[src/rtl/pipo_shift_pkg.sv]
// rtl/pipo_shift_pkg.sv - shared types for the PIPO shift sequencer
//   shift_mode_t : fill policy applied on each shift step
//   state_t      : sequencer FSM states
//   DIR_RIGHT / DIR_LEFT : encoding of the dir input
package pipo_shift_pkg;

    typedef enum logic [1:0] {
        LOGICAL = 2'd0,
        ARITH   = 2'd1,
        ROTATE  = 2'd2,
        SERIAL  = 2'd3
    } shift_mode_t;

    typedef enum logic [1:0] {
        IDLE  = 2'd0,
        SHIFT = 2'd1,
        DONE  = 2'd2
    } state_t;

    localparam logic DIR_RIGHT = 1'b0;
    localparam logic DIR_LEFT  = 1'b1;

endpackage

[src/rtl/pipo_shift_seq_shift_step.sv]
// rtl/pipo_shift_seq_shift_step.sv - combinational single-bit shift step
//   word        in   N   current register contents
//   dir         in   1   0 = right (toward LSB), 1 = left
//   mode        in   2   fill policy
//   serial_in   in   1   fill bit used in SERIAL mode
//   next_word   out  N   register contents after one step
//   shifted_out out  1   bit that leaves the register on this step
module shift_step
    import pipo_shift_pkg::*;
#(
    parameter int N = 16
) (
    input  logic [N-1:0] word,
    input  logic         dir,
    input  shift_mode_t  mode,
    input  logic         serial_in,
    output logic [N-1:0] next_word,
    output logic         shifted_out
);

    logic fill;

    always_comb begin
        fill        = 1'b0;
        next_word   = word;
        shifted_out = 1'b0;
        if (dir == DIR_RIGHT) begin
            case (mode)
                LOGICAL: fill = 1'b0;
                ARITH:   fill = word[N-1];
                ROTATE:  fill = word[0];
                SERIAL:  fill = serial_in;
                default: fill = 1'b0;
            endcase
            next_word   = {fill, word[N-1:1]};
            shifted_out = word[0];
        end else begin
            // Left arithmetic shift is identical to logical: zero enters at the LSB.
            case (mode)
                LOGICAL: fill = 1'b0;
                ARITH:   fill = 1'b0;
                ROTATE:  fill = word[N-1];
                SERIAL:  fill = serial_in;
                default: fill = 1'b0;
            endcase
            next_word   = {word[N-2:0], fill};
            shifted_out = word[N-1];
        end
    end

endmodule

[src/rtl/pipo_shift_seq.sv]
// rtl/pipo_shift_seq.sv - multi-mode PIPO shift register sequenced one bit per cycle
//   clk, reset_n  clock, asynchronous active-low reset
//   in            parallel load word
//   amount        shift count, values above N clamp to N
//   mode, dir     fill policy and direction, latched on accept
//   serial_in     fill bit for SERIAL mode, sampled on every step
//   load_valid / load_ready  operation request handshake (ready only in IDLE)
//   stall         freezes an operation in progress
//   clear         synchronous abort, zeroes the register
//   out           low OUT_BITS of the register
//   serial_out    bit shifted off on the most recent step
//   busy          high while shifting
//   done          one-cycle completion pulse
module pipo_shift_seq
    import pipo_shift_pkg::*;
#(
    parameter int N        = 16,
    parameter int OUT_BITS = N,
    parameter int CNT_W    = $clog2(N + 1)
) (
    input  logic                clk,
    input  logic                reset_n,
    input  logic [N-1:0]        in,
    input  logic [CNT_W-1:0]    amount,
    input  logic [1:0]          mode,
    input  logic                dir,
    input  logic                serial_in,
    input  logic                load_valid,
    output logic                load_ready,
    input  logic                stall,
    input  logic                clear,
    output logic [OUT_BITS-1:0] out,
    output logic                serial_out,
    output logic                busy,
    output logic                done
);

    localparam logic [CNT_W-1:0] N_CNT = CNT_W'(N);
    localparam logic [CNT_W-1:0] ONE   = CNT_W'(1);

    state_t           state_q, state_d;
    logic [CNT_W-1:0] count_q, count_d;
    logic [N-1:0]     word_q, word_d;
    shift_mode_t      mode_q, mode_d;
    logic             dir_q, dir_d;
    logic             serial_out_q, serial_out_d;

    logic [CNT_W-1:0] amount_clamped;
    logic [N-1:0]     step_word;
    logic             step_bit;

    // Step always works from the latched mode/dir so that input changes
    // after the accept cannot disturb an operation in flight.
    shift_step #(
        .N (N)
    ) u_shift_step (
        .word        (word_q),
        .dir         (dir_q),
        .mode        (mode_q),
        .serial_in   (serial_in),
        .next_word   (step_word),
        .shifted_out (step_bit)
    );

    assign amount_clamped = (amount > N_CNT) ? N_CNT : amount;

    always_ff @(posedge clk or negedge reset_n) begin
        if (!reset_n) begin
            state_q      <= IDLE;
            count_q      <= '0;
            word_q       <= '0;
            mode_q       <= LOGICAL;
            dir_q        <= DIR_RIGHT;
            serial_out_q <= 1'b0;
        end else begin
            state_q      <= state_d;
            count_q      <= count_d;
            word_q       <= word_d;
            mode_q       <= mode_d;
            dir_q        <= dir_d;
            serial_out_q <= serial_out_d;
        end
    end

    always_comb begin
        state_d      = state_q;
        count_d      = count_q;
        word_d       = word_q;
        mode_d       = mode_q;
        dir_d        = dir_q;
        serial_out_d = serial_out_q;

        if (clear) begin
            // Abort wins over everything, including a simultaneous request.
            state_d      = IDLE;
            count_d      = '0;
            word_d       = '0;
            serial_out_d = 1'b0;
        end else begin
            case (state_q)
                IDLE: begin
                    if (load_valid) begin
                        word_d  = in;
                        mode_d  = shift_mode_t'(mode);
                        dir_d   = dir;
                        count_d = amount_clamped;
                        state_d = (amount_clamped == '0) ? DONE : SHIFT;
                    end
                end
                SHIFT: begin
                    if (!stall) begin
                        word_d       = step_word;
                        serial_out_d = step_bit;
                        count_d      = count_q - ONE;
                        if (count_q == ONE) begin
                            state_d = DONE;
                        end
                    end
                end
                DONE: begin
                    state_d = IDLE;
                end
                default: begin
                    state_d = IDLE;
                end
            endcase
        end
    end

    assign load_ready = (state_q == IDLE);
    assign busy       = (state_q == SHIFT);
    assign done       = (state_q == DONE);
    assign out        = word_q[OUT_BITS-1:0];
    assign serial_out = serial_out_q;

endmodule
[config.mk]
export PLATFORM = sky130hd
export DESIGN_NAME = pipo_shift_seq
export DESIGN_NICKNAME = d
export VERILOG_FILES = /design/src/rtl/pipo_shift_pkg.sv /design/src/rtl/pipo_shift_seq_shift_step.sv /design/src/rtl/pipo_shift_seq.sv
export SDC_FILE = /design/constraint.sdc
export NUM_CORES = 1
export LEC_CHECK = 0
export ABC_CLOCK_PERIOD_IN_PS = 2400
export BUFFER_PORTS_ARGS = -buffer_cell sky130_fd_sc_hd__buf_2
export CAP_MARGIN = 20
export CORE_ASPECT_RATIO = 1.2
export CORE_MARGIN = 4
export CORE_UTILIZATION = 55
export CTS_CLUSTER_SIZE = 28
export DETAILED_ROUTE_END_ITERATION = 10
export PLACE_DENSITY = 0.81
export SLEW_MARGIN = 5
export SYNTH_ARGS = -nofsm -noshare
export SYNTH_HDL_FRONTEND = slang
export SYNTH_SLANG_ARGS = --single-unit
[constraint.sdc]
create_clock -name clk -period 2.4 [get_ports clk]
set_clock_uncertainty 0.15 [all_clocks]
set_input_delay 0.12 -clock clk [delete_from_list [all_inputs] [get_ports clk]]
set_output_delay 0.12 -clock clk [all_outputs]
set_load 0.005 [all_outputs]
Yosys cells after proc, flatten, opt, wreduce, memory -nomap -nowiden
Cells that the tools add are included.

cells by class
  add/sub/neg operators = 1
  $lt $le $gt $ge = 1
  equal/unequal tests = 11
  muxes and demuxes = 22
  bitwise logic cells = 1
  reductions and logical operators = 11

operator list
  cell                   number
  $mux W16               4
  $pmux W16 S2           1
  $mux W5                4
  $mux W2                5
  $pmux W5 S2            1
  $reduce_and A3 Y1      3
  $eq A2 B2 Y1 const B   3
  $ne A3 B2 Y1 const B   2
  $pmux W1 S3            2
  $eq A5 B1 Y1 const B   1
  $gt A5 B5 Y1 const B   1
  $logic_not A5 Y1       1
  $sub A5 B1 Y5 const B  1
  $eq A2 B1 Y1 const B   2
  $logic_not A2 Y1       2
  $mux W1                4
  $ne A4 B4 Y1 const B   1
  $pmux W2 S2            1
  $reduce_and A4 Y1      1
  $ne A3 B3 Y1 const B   1
  $reduce_bool A3 Y1     1
  $ne A2 B1 Y1 const B   1
  $reduce_and A2 Y1      1
  $reduce_bool A2 Y1     1
  2 further kinds        2

storage, ports and cells
  register bits after elaboration = 27
  input bits = 30
  output and inout bits = 20

Logic depth before layout (Yosys ltp)
  depth after elaboration = 7
  depth in mapped cells = 6
  gate-level depth less buffers = 6

Modules after synthesis
A second synthesis with hierarchy kept.

second synthesis, totals
  cells, all modules = 189
  area total of the unflattened synthesis = 1,834.3 um^2

by module, submodules not included
  module          times used  cells an instance  area an instance (um^2)
  pipo_shift_seq  1           162                1,551.5
  shift_step      1           27                 282.8

Worst setup path before layout
Ideal clock, no wire load.

  kind = register -> register
  from = reg state_q[0]
  to = reg word_q[0], in the netlist out[0]
  setup time = 0.135 ns
  arrival time = 1.268 ns
  required time = 2.115 ns
  path slack = 0.847 ns
  cell stages (with the launch flop) = 7
  period minus slack after synthesis = 1.553 ns
  cell sequence = dfrtp_1 > nand2b_2 > a21o_1 > buf_4 > buf_4 > nand3b_1 > o41ai_2

on the way
  cells in the longest elaborated chain, start to end = 3

RTL lines
  item                                                                   RTL line               source
  start, declared                                                        pipo_shift_seq.sv:41   state_t state_q, state_d;
  start signal, assigned                                                 pipo_shift_seq.sv:76   state_q <= state_d;
  $eq A2 B1 Y1 / $logic_not A2 Y1 (equally long branches)                pipo_shift_seq.sv:100  case (state_q)
  $ne A3 B3 Y1 (no source line) (tied with other cells)                  n/a
  $reduce_and A3 Y1 (no source line) / $mux W16 (equally long branches)  n/a
  end signal, assigned                                                   pipo_shift_seq.sv:78   word_q <= word_d;
  end, declared                                                          pipo_shift_seq.sv:43   logic [N-1:0] word_q, word_d;

Several ways; a longest one is shown, not always the timed one.
A chain may end at the register's enable or synchronous reset.

Worst setup path in the final report
  from = reg state_q[1]
  to = reg count_q[0]

on the way
  cells in the longest elaborated chain, start to end = 3

RTL lines
  item                                                                  RTL line               source
  $eq A2 B1 Y1 / $logic_not A2 Y1 (equally long branches)               pipo_shift_seq.sv:100
  $ne A3 B3 Y1 (no source line) (tied with other cells)                 n/a
  $reduce_and A3 Y1 (no source line) / $mux W5 (equally long branches)  n/a
  end signal, assigned                                                  pipo_shift_seq.sv:77   count_q <= count_d;
  end, declared                                                         pipo_shift_seq.sv:42   logic [CNT_W-1:0] count_q, count_d;

Several ways; a longest one is shown, not always the timed one.

==> results_dict.tcl <==
set metrics [dict create \
    routed_wl_um 4460 \
    crit_family "buffers and inverters" \
    crit_arrival_ps 2290 \
    max_freq_mhz 457 \
    r2r_end "count_q[0]" \
    multiInputGateArea_um2 876 \
    p_comb_share_pct 40.5 \
    drt_iter0_markers 110 \
    cts_tree "built" \
    wl_per_cell_um 15.7 \
    diodes 0 \
    internal-power_mw 0.859 \
    switching_share_pct 38.7 \
    min_delay_path_depth 3 \
    ys_warn_count 0 \
    gp_congestion 0.904 \
    hp-start "in[8]" \
    setup_viol 0 \
    async_flop_share_pct 100 \
    timing.rr.start "state_q[1]" \
    rsz0062_at_grt "false" \
    drive_gt1_share_pct 26.8 \
    peakVddDrop_uv 484 \
    cts.clk_slew.worst_paths_ps 150 \
    detail_route.vias_per_cell 5.86 \
    clk_latency_ps 330 \
    overflow 0 \
    fin_crit_sh_pct 91.3 \
    die_w_um 58.2 \
    hold_viol 0 \
    seqPwrFrac_pct 45.1 \
    relSlewSlack_pct 58.3 \
    fp.coreArea_um2 2840 \
    synthCells 184 \
    fp.dieArea_um2 3970 \
    synth_seq_cells 27 \
    cp.buffers_inverters 2 \
    cts_made_buffers 3 \
    drt_first_pass_iters 4 \
    initial_core_util_pct 58.5 \
    antenna_found_initial 0 \
    cts_buffer_depth 2 \
    worstMarginPinSlew_ps 625 \
    synth_edf_count 0 \
    seqCellArea_um2 677 \
    min_period_ps 2190 \
    critPathRequiredTime_ps 2500 \
    grt.total_usage_pct 24.4 \
    min_to "out[8]" \
    area_growth_pct 29.7 \
    syn_area_per_cell_um2 9.02 \
    reg2reg_slack_ps 210 \
    die-height_um 68.2 \
    cp-end-kind "register" \
    worst_path_largest_cell_delay_ps 560 \
    num_rows 21 \
    crit_chain "nand2b_4 -> inv_2 -> nor2_1 -> nand2_1 -> dlygate4sd3_1 -> a311oi_1" \
    grt_pass1_vias 1673 \
    crit_fanout 25 \
    final_antenna_net_count 0 \
    port_buffers 49 \
    criticalPathCategory "register to register" \
    grt_pass1_wl_um 7610 \
    status "complete, no violations" \
    yosysSeqAreaShare_pct 40.7 \
    synth_cell_types 38 \
    grt_max_degree 28 \
    clkPwrFrac_pct 14.4 \
    hold_class "input port to register" \
    cp_slowest_cell "dlygate4sd3_1" \
    drc 0 \
    setup_tns_ps 0 \
    syn_nets 216 \
    critPathLaunchType "register" \
    p_sw_mw 0.541 \
    reg2reg_depth 6 \
    maxCapViolCount 0 \
    fillers 207 \
    power_density_nw_per_um2 650 \
    num-nets-final 283 \
    total_power_mw 1.40 \
    p_leak_nw 1.03 \
    final-max-slew-violation-count 0 \
    pin_count 50 \
    vias 1663 \
    hpwl_um 3030 \
    synth_ff_type "dfrtp_1" \
    clockRootBuffer "clkbuf_4" \
    cts.sinks 27 \
    htreeDepth 1 \
    syn_area_um2 1660 \
    holdWs_ps 0.552 \
]
[cell usage in the layout, fill, tap and decap left out, types with 2 or more instances in the layout]
cell	n
nor2_1	13
nor3_1	3
a21o_1	2
dfrtp_1	26
buf_2	49
nand2_1	30
inv_1	8
a31oi_1	2
o21ai_0	3
a211oi_1	2
nor4_1	2
buf_4	3
clkbuf_4	3
nand2b_1	2
o211ai_1	14
a21oi_1	23
dlygate4sd3_1	23
a311oi_1	2
mux2_2	4
ha_1	2
mux2i_1	15
[state kept, by name, indices dropped and copies added, names as in the netlist]
signal and count:
out 16, count_q 5, serial_out 1, mode_q 2
state_q 2, dir_q 1
[power groups by stage]
stage	logic [mW]	clock network, mW	registers, mW
floorplan	0.405	0	0.606
global placement	0.511	0	0.633
detailed placement	0.533	0	0.639
CTS	0.562	0.207	0.629
global route	0.634	0.221	0.646
finish	0.568	0.201	0.631
[metrics by stage]
stage	instances	setup slack, ps	instance area (µm²)	util (%)
3_5_place_dp	257	464	1900	66.8
4_1_cts	283	151	2140	75.5
3_3_place_gp	257	547	1900	66.8
6_report	284	209	2150	75.9
5_1_grt	284	34.4	2150	75.9
2_1_floorplan	184	847	1660	-
[what timing repair did]
item,CTS,global route
hold endpoints to repair,47,1
buffers inserted,0,0
hold buffers,22,1
resized for setup,0,1
endpoints found under the setup margin,0,1
[cell usage after synthesis (2+ instances only)]
library cell	instances	area share (%)
nor2_1	13	2.9
o21ai_0	3	0.90
nor4_1	2	0.75
buf_2	3	0.90
mux2i_1	15	9.0
a21oi_1	23	6.9
nor3_1	3	0.90
buf_6	2	1.4
clkbuf_1	6	1.4
a311oi_1	2	1.1
a211oi_1	2	0.90
nand2b_1	2	0.75
inv_1	8	1.8
nand2_1	30	6.8
buf_4	2	0.90
mux2_2	4	2.7
ha_1	2	1.5
o211ai_1	14	6.3
a21o_1	2	0.90
a31oi_1	2	0.75
dfrtp_1	27	41
[worst reg2reg max path: stages (launching register included)]
cell,delay [ps]
dfrtp_2,450
nand2b_4,210
inv_2,180
nor2_1,240
nand2_1,70
dlygate4sd3_1,560
a311oi_1,250
[cells by family after synthesis]
logic type                 Yosys count  synth area share (%)
and+or+nand+nor                     58                  15.9
buffers and inverters               22                  6.56
DFF                                 27                  40.7
AOI/OAI and AO/OA                   56                  23.6
muxes                               19                  11.8
adders and majority gates            2                  1.51
[cell type report]
cell class / instances / area share, %
inverter: 9 / 1.57
tap: 34 / 1.98
timing repair buffer: 75 / 23.1
multi-input combinational: 135 / 40.7
sequential: 27 / 31.4
clock buffer: 4 / 1.22
[how the worst max path moves through the flow]
stage	from	to	slack, ps	depth (start not counted)
floorplan	state_q[0]	out[0]	850	6
global placement	state_q[1]	count_q[4]	550	5
detailed placement	state_q[1]	count_q[4]	460	5
CTS	state_q[1]	count_q[0]	150	6
global route	state_q[1]	count_q[0]	30	6
finish	state_q[1]	count_q[0]	210	6
[layer usage]
| layer | vias to the layer above | track usage, % | part of all wire (%) |
|---|---|---|---|
| met5 | - | 0 | 0 |
| met4 | 0 | 6.96 | 0.56 |
| met3 | 4 | 2.45 | 5.7 |
| met2 | 70 | 43.6 | 54 |
| met1 | 795 | 31.3 | 40 |
| li1 | 794 | - | - |
Power figures use the tool's default switching activity.
